`config.mk`:
```
export PLATFORM = sky130hd
export DESIGN_NAME = vga_timing_gen
export DESIGN_NICKNAME = d
export VERILOG_FILES = /design/src/rtl/vga_timing_gen.sv
export SDC_FILE = /design/constraint.sdc
export NUM_CORES = 1
export LEC_CHECK = 0
export CAP_MARGIN = 30
export CORE_ASPECT_RATIO = 0.9
export CORE_MARGIN = 4
export CORE_UTILIZATION = 50
export DETAILED_ROUTE_END_ITERATION = 8
export HOLD_SLACK_MARGIN = 0.05
export PLACE_DENSITY = 0.85
export SLEW_MARGIN = 20
export SYNTH_ARGS = -nofsm -noshare
export SYNTH_HDL_FRONTEND = slang
export SYNTH_SLANG_ARGS = --single-unit
export TNS_END_PERCENT = 100
```
`constraint.sdc`:
```
create_clock -name clk -period 5.86 [get_ports clk]
set_input_delay 1.465 -clock clk [delete_from_list [all_inputs] [get_ports clk]]
set_output_delay 1.465 -clock clk [all_outputs]
set_load 0.1 [all_outputs]
```
`src/rtl/vga_timing_gen.sv`:
```
// Raster timing generator: pixel/line counters with run/stop control, plus
// sync, data-enable and start strobes delayed PIPE_DELAY enables behind the counters.
module vga_timing_gen #(
    parameter int H_ACTIVE   = 640,
    parameter int H_FRONT    = 16,
    parameter int H_SYNC     = 96,
    parameter int H_BACK     = 48,
    parameter int V_ACTIVE   = 480,
    parameter int V_FRONT    = 10,
    parameter int V_SYNC     = 2,
    parameter int V_BACK     = 33,
    parameter bit H_POL      = 1'b0,
    parameter bit V_POL      = 1'b0,
    parameter int CW         = 10,
    parameter int PIPE_DELAY = 1
) (
    input  logic          clk,
    input  logic          rst_n,
    input  logic          pix_en,
    input  logic          run,
    output logic [CW-1:0] x_out,
    output logic [CW-1:0] y_out,
    output logic          hsync,
    output logic          vsync,
    output logic          de,
    output logic          line_start,
    output logic          frame_start,
    output logic          active
);
    localparam int H_TOTAL = H_ACTIVE + H_FRONT + H_SYNC + H_BACK;
    localparam int V_TOTAL = V_ACTIVE + V_FRONT + V_SYNC + V_BACK;

    localparam logic [CW-1:0] X_LAST   = CW'(H_TOTAL - 1);
    localparam logic [CW-1:0] Y_LAST   = CW'(V_TOTAL - 1);
    localparam logic [CW-1:0] HS_FIRST = CW'(H_ACTIVE + H_FRONT);
    localparam logic [CW-1:0] HS_LAST  = CW'(H_ACTIVE + H_FRONT + H_SYNC - 1);
    localparam logic [CW-1:0] VS_FIRST = CW'(V_ACTIVE + V_FRONT);
    localparam logic [CW-1:0] VS_LAST  = CW'(V_ACTIVE + V_FRONT + V_SYNC - 1);
    localparam logic [CW-1:0] X_ACT    = CW'(H_ACTIVE);
    localparam logic [CW-1:0] Y_ACT    = CW'(V_ACTIVE);

    if ((2 ** CW) < H_TOTAL || (2 ** CW) < V_TOTAL) begin : g_cw_check
        $error("vga_timing_gen: CW too small for H_TOTAL/V_TOTAL");
    end
    if (PIPE_DELAY < 1 || PIPE_DELAY > 4) begin : g_pipe_check
        $error("vga_timing_gen: PIPE_DELAY must be 1..4");
    end

    typedef enum logic [1:0] {
        S_IDLE      = 2'd0,
        S_RUN       = 2'd1,
        S_STOP_PEND = 2'd2
    } state_t;

    state_t        r_state;
    state_t        w_state_nxt;
    logic [CW-1:0] r_x;
    logic [CW-1:0] r_y;
    logic [CW-1:0] w_x_nxt;
    logic [CW-1:0] w_y_nxt;
    logic          w_line_last;
    logic          w_frame_last;
    logic [4:0]    w_stage0;
    logic [4:0]    r_pipe [PIPE_DELAY];
    logic [4:0]    w_out;

    assign w_line_last  = (r_x == X_LAST);
    assign w_frame_last = w_line_last && (r_y == Y_LAST);

    always_comb begin
        w_state_nxt = r_state;
        w_x_nxt     = r_x;
        w_y_nxt     = r_y;
        case (r_state)
            S_IDLE: begin
                w_x_nxt = '0;
                w_y_nxt = '0;
                if (run) w_state_nxt = S_RUN;
            end
            S_RUN, S_STOP_PEND: begin
                // A stop request only takes effect on the last pixel of the frame.
                if (r_state == S_STOP_PEND && w_frame_last && !run) begin
                    w_state_nxt = S_IDLE;
                    w_x_nxt     = '0;
                    w_y_nxt     = '0;
                end else begin
                    w_state_nxt = run ? S_RUN : S_STOP_PEND;
                    if (w_line_last) begin
                        w_x_nxt = '0;
                        w_y_nxt = (r_y == Y_LAST) ? '0 : r_y + CW'(1);
                    end else begin
                        w_x_nxt = r_x + CW'(1);
                    end
                end
            end
            default: begin
                w_state_nxt = S_IDLE;
                w_x_nxt     = '0;
                w_y_nxt     = '0;
            end
        endcase
    end

    always_ff @(posedge clk or negedge rst_n) begin
        if (!rst_n) begin
            r_state <= S_IDLE;
            r_x     <= '0;
            r_y     <= '0;
        end else if (pix_en) begin
            r_state <= w_state_nxt;
            r_x     <= w_x_nxt;
            r_y     <= w_y_nxt;
        end
    end

    // Stage 0 is packed as {hs, vs, de, ls, fs}, all forced low while idle.
    always_comb begin
        w_stage0 = '0;
        if (r_state != S_IDLE) begin
            w_stage0[4] = (r_x >= HS_FIRST) && (r_x <= HS_LAST);
            w_stage0[3] = (r_y >= VS_FIRST) && (r_y <= VS_LAST);
            w_stage0[2] = (r_x < X_ACT) && (r_y < Y_ACT);
            w_stage0[1] = (r_x == '0);
            w_stage0[0] = (r_x == '0) && (r_y == '0);
        end
    end

    always_ff @(posedge clk or negedge rst_n) begin
        if (!rst_n) begin
            for (int i = 0; i < PIPE_DELAY; i++) r_pipe[i] <= '0;
        end else if (pix_en) begin
            r_pipe[0] <= w_stage0;
            for (int i = 1; i < PIPE_DELAY; i++) r_pipe[i] <= r_pipe[i-1];
        end
    end

    assign w_out       = r_pipe[PIPE_DELAY-1];
    assign hsync       = w_out[4] ? H_POL : ~H_POL;
    assign vsync       = w_out[3] ? V_POL : ~V_POL;
    assign de          = w_out[2];
    assign line_start  = w_out[1];
    assign frame_start = w_out[0];
    assign x_out       = r_x;
    assign y_out       = r_y;
    assign active      = (r_state != S_IDLE);

endmodule

```
==> results.txt <==
status: complete, no violations
RSZ-0062 raised after global routing: false
FF-to-FF path depth: 5
Rows: 19
CTS resizes: 0
hold depth: 1
VDD IR max: 0.000227 V
worst slack at placement: 2.17 ns
fmax: 0.266 GHz
global-route wire length before repair: 7.14 mm
Max Cap Viol: 0
fin cells: 252
clock period minus worst slack: 3.75 ns
die height: 62.6 um
Overall Global Routing Usage: 0.211
Final period util: 0.641
Worst slew margin: 0.342
clock root buffer: clkbuf_8
storage element area: 676 um2
worst-path fanout max: 6
final setup margin: 2.11 ns
nature of the critical path endpoint: output port
initial antenna violation count: 0
ranking of synthesized cells by area: dfrtp_1, ha_1, nand2_1, o2bb2ai_1, o21ai_0
# setup viols final: 0
clock skew: 0.00494 ns
pin count of the biggest net entering global routing: 28
I/O pins: 30
H-tree depth: 1
synth-to-layout area growth: 22.0%
leading area contributor after synthesis: dfrtp_1
Clock Sinks: 27
drc violations: 0
fillers: 256
Longest Clk Path Bufs: 2
# diodes: 0
routed vias: 1577
Post-Syn Area: 1660 um2
CTS tree: done
initial DRC count: 122
hold buffers post-CTS: 0
PwrDens: 466 nW/um2
input/output buffers: 29
syn_nets: 196
Unique masters post-synth: 42
CP startpoint kind: flop
Clock Latency Late Sink: 0.28 ns
share of cells above drive strength 1: 0.0476
Core Box Area: 3110 um2
Lkg Pwr: 0.818 nW
nets: 223
crit path DAT: 2.29 ns
Hold EP: r_pipe[0]
Final Hold Viols: 0
TritonRoute pass-1 iters: 5
reg2reg end: x_out[0]
via/cell ratio: 6.26
Hold WC Path Type: flop to flop
Critical Path RT: 4.39 ns
Detailed Place HPWL: 2.95 mm
reg2reg setup slack: 3.65 ns
sequential share of the synthesized area: 0.408
Die X: 68.7 um
Slew @ Worst Pin: 0.984 ns
number of buffers created by CTS: 3
Yosys reg bits: 27
Cells after DPL: 248
Pins Over Slew Limit: 0
Syn Inst Count: 184
Initial Utilization: 0.532
full die area: 4300 um2
number of global-route vias before repair: 1526
Yosys warning count: 0
Pwr Total: 0.942 mW
fin area: 2020 um2
GR Overflow Total: 0
Post-Route WL: 4.14 mm
multi-input logic area: 898 um2
synthesized area per cell: 9.01 um2
dpl cell area: 1980 um2
clk slew on worst S/H paths: 0.10 ns
detailed-route wire length per cell: 16.4 um
beginning of the worst register-to-register path: x_out[0]
area share of the largest cell type after synthesis: 0.408
Final ANT Viol Nets: 0
setup tns final: 0 ns
hold path startpoint: r_pipe[0]
Post-CTS Setup Repair Bufs: 0
GP Congestion: 0.849
Crit Path Category: flop to output port
## registers in the layout (all words and copies together), names as in the netlist
name	count
r_state	2
y_out	10
x_out	10
r_pipe	5
## how the worst max path moves through the flow
| stage | from | endpoint | slack, ns | cells after the start |
|---|---|---|---|---|
| after global placement | pix_en | y_out[4] | 2.24 | 5 |
| after CTS | r_state[0] | active | 2.10 | 4 |
| after floorplan | r_state[0] | active | 3.13 | 3 |
| final | r_state[0] | active | 2.11 | 4 |
| after detailed placement | pix_en | y_out[4] | 2.17 | 5 |
| after global routing | r_state[0] | active | 2.04 | 4 |
## stage by stage
stage,utilization,hold slack [ns]
detailed placement,0.635,0.494
global placement,0.635,0.491
CTS,0.650,0.515
global route,0.650,0.551
floorplan,-,0.476
finish,0.650,0.507
## cells in the mapped netlist
cell type / n
dfrtp_1: 27
nand2_1: 17
inv_1: 14
nor2_1: 14
o21ai_0: 12
nand4_1: 9
ha_1: 8
nand3_1: 8
clkbuf_1: 7
o2bb2ai_1: 7
and3_1: 6
o31ai_1: 6
mux2i_1: 5
o21ai_1: 4
nor3_1: 3
nor4_1: 3
o22ai_1: 3
a22o_1: 2
a2bb2oi_1: 2
a311oi_1: 2
a32o_1: 2
nand2b_1: 2
or3_1: 2
a21o_1: 1
a21oi_1: 1
a22oi_1: 1
a31o_2: 1
a31oi_1: 1
a41oi_1: 1
and2_1: 1
buf_2: 1
nand4b_1: 1
nor3_2: 1
nor4b_1: 1
nor4b_2: 1
o2111a_1: 1
o31ai_2: 1
o32a_1: 1
or2_1: 1
or3_4: 1
or4_1: 1
or4b_1: 1
## area by class of cell
type | instances | share of cell area
Timing Repair Buffer | 30 | 0.147
Clock buffer | 3 | 0.0204
Clock inverter | 1 | 0.00247
Sequential cell | 27 | 0.334
Multi-Input combinational cell | 135 | 0.444
Tap cell | 42 | 0.0260
Inverter | 14 | 0.0260
## routing by layer
metal,track usage,wire (um)
met4,0.0706,53
met3,0.0288,283
met1,0.303,1890
met2,0.322,1920
met5,0,0
## critical path: stages, from the launching register on
cell	delay (ns)
dfrtp_1	0.39
inv_1	0.08
ha_1	0.28
inv_1	0.11
clkdlybuf4s50_1	1.14
## power by group
part           switching [mW]  internal (mW)  leakage, nW
Sequential             0.0490          0.219        0.366
Combinational           0.411          0.152        0.427
Clock                  0.0624         0.0479       0.0255
Total                   0.523          0.419        0.818
## cells in the final DEF, fill, tap and decap left out, types with 2 or more instances in the layout
cell type / instances
clkdlybuf4s50_1: 29
dfrtp_1: 27
nand2_1: 17
inv_1: 14
nor2_1: 14
o21ai_0: 12
nand4_1: 9
nand3_1: 8
ha_1: 8
o2bb2ai_1: 7
and3_1: 6
o31ai_1: 6
mux2i_1: 5
o21ai_1: 4
nor4_1: 3
o22ai_1: 3
nor3_1: 3
clkbuf_8: 3
a32o_1: 2
a2bb2oi_1: 2
a22o_1: 2
a311oi_1: 2
or3_1: 2
nand2b_1: 2
## logic make-up (layout without fill, tap and decap cells)
family / after synthesis / count (layout) / share of synthesized area
DFF: 27 / 27 / 0.408
and+or+nand+nor: 73 / 73 / 0.237
muxes: 5 / 5 / 0.0302
AOI/OAI and AO/OA: 49 / 49 / 0.214
buffers and inverters: 22 / 48 / 0.0506
adders and majority gates: 8 / 8 / 0.0604
Note: power is estimated with default switching activity, not from simulation.
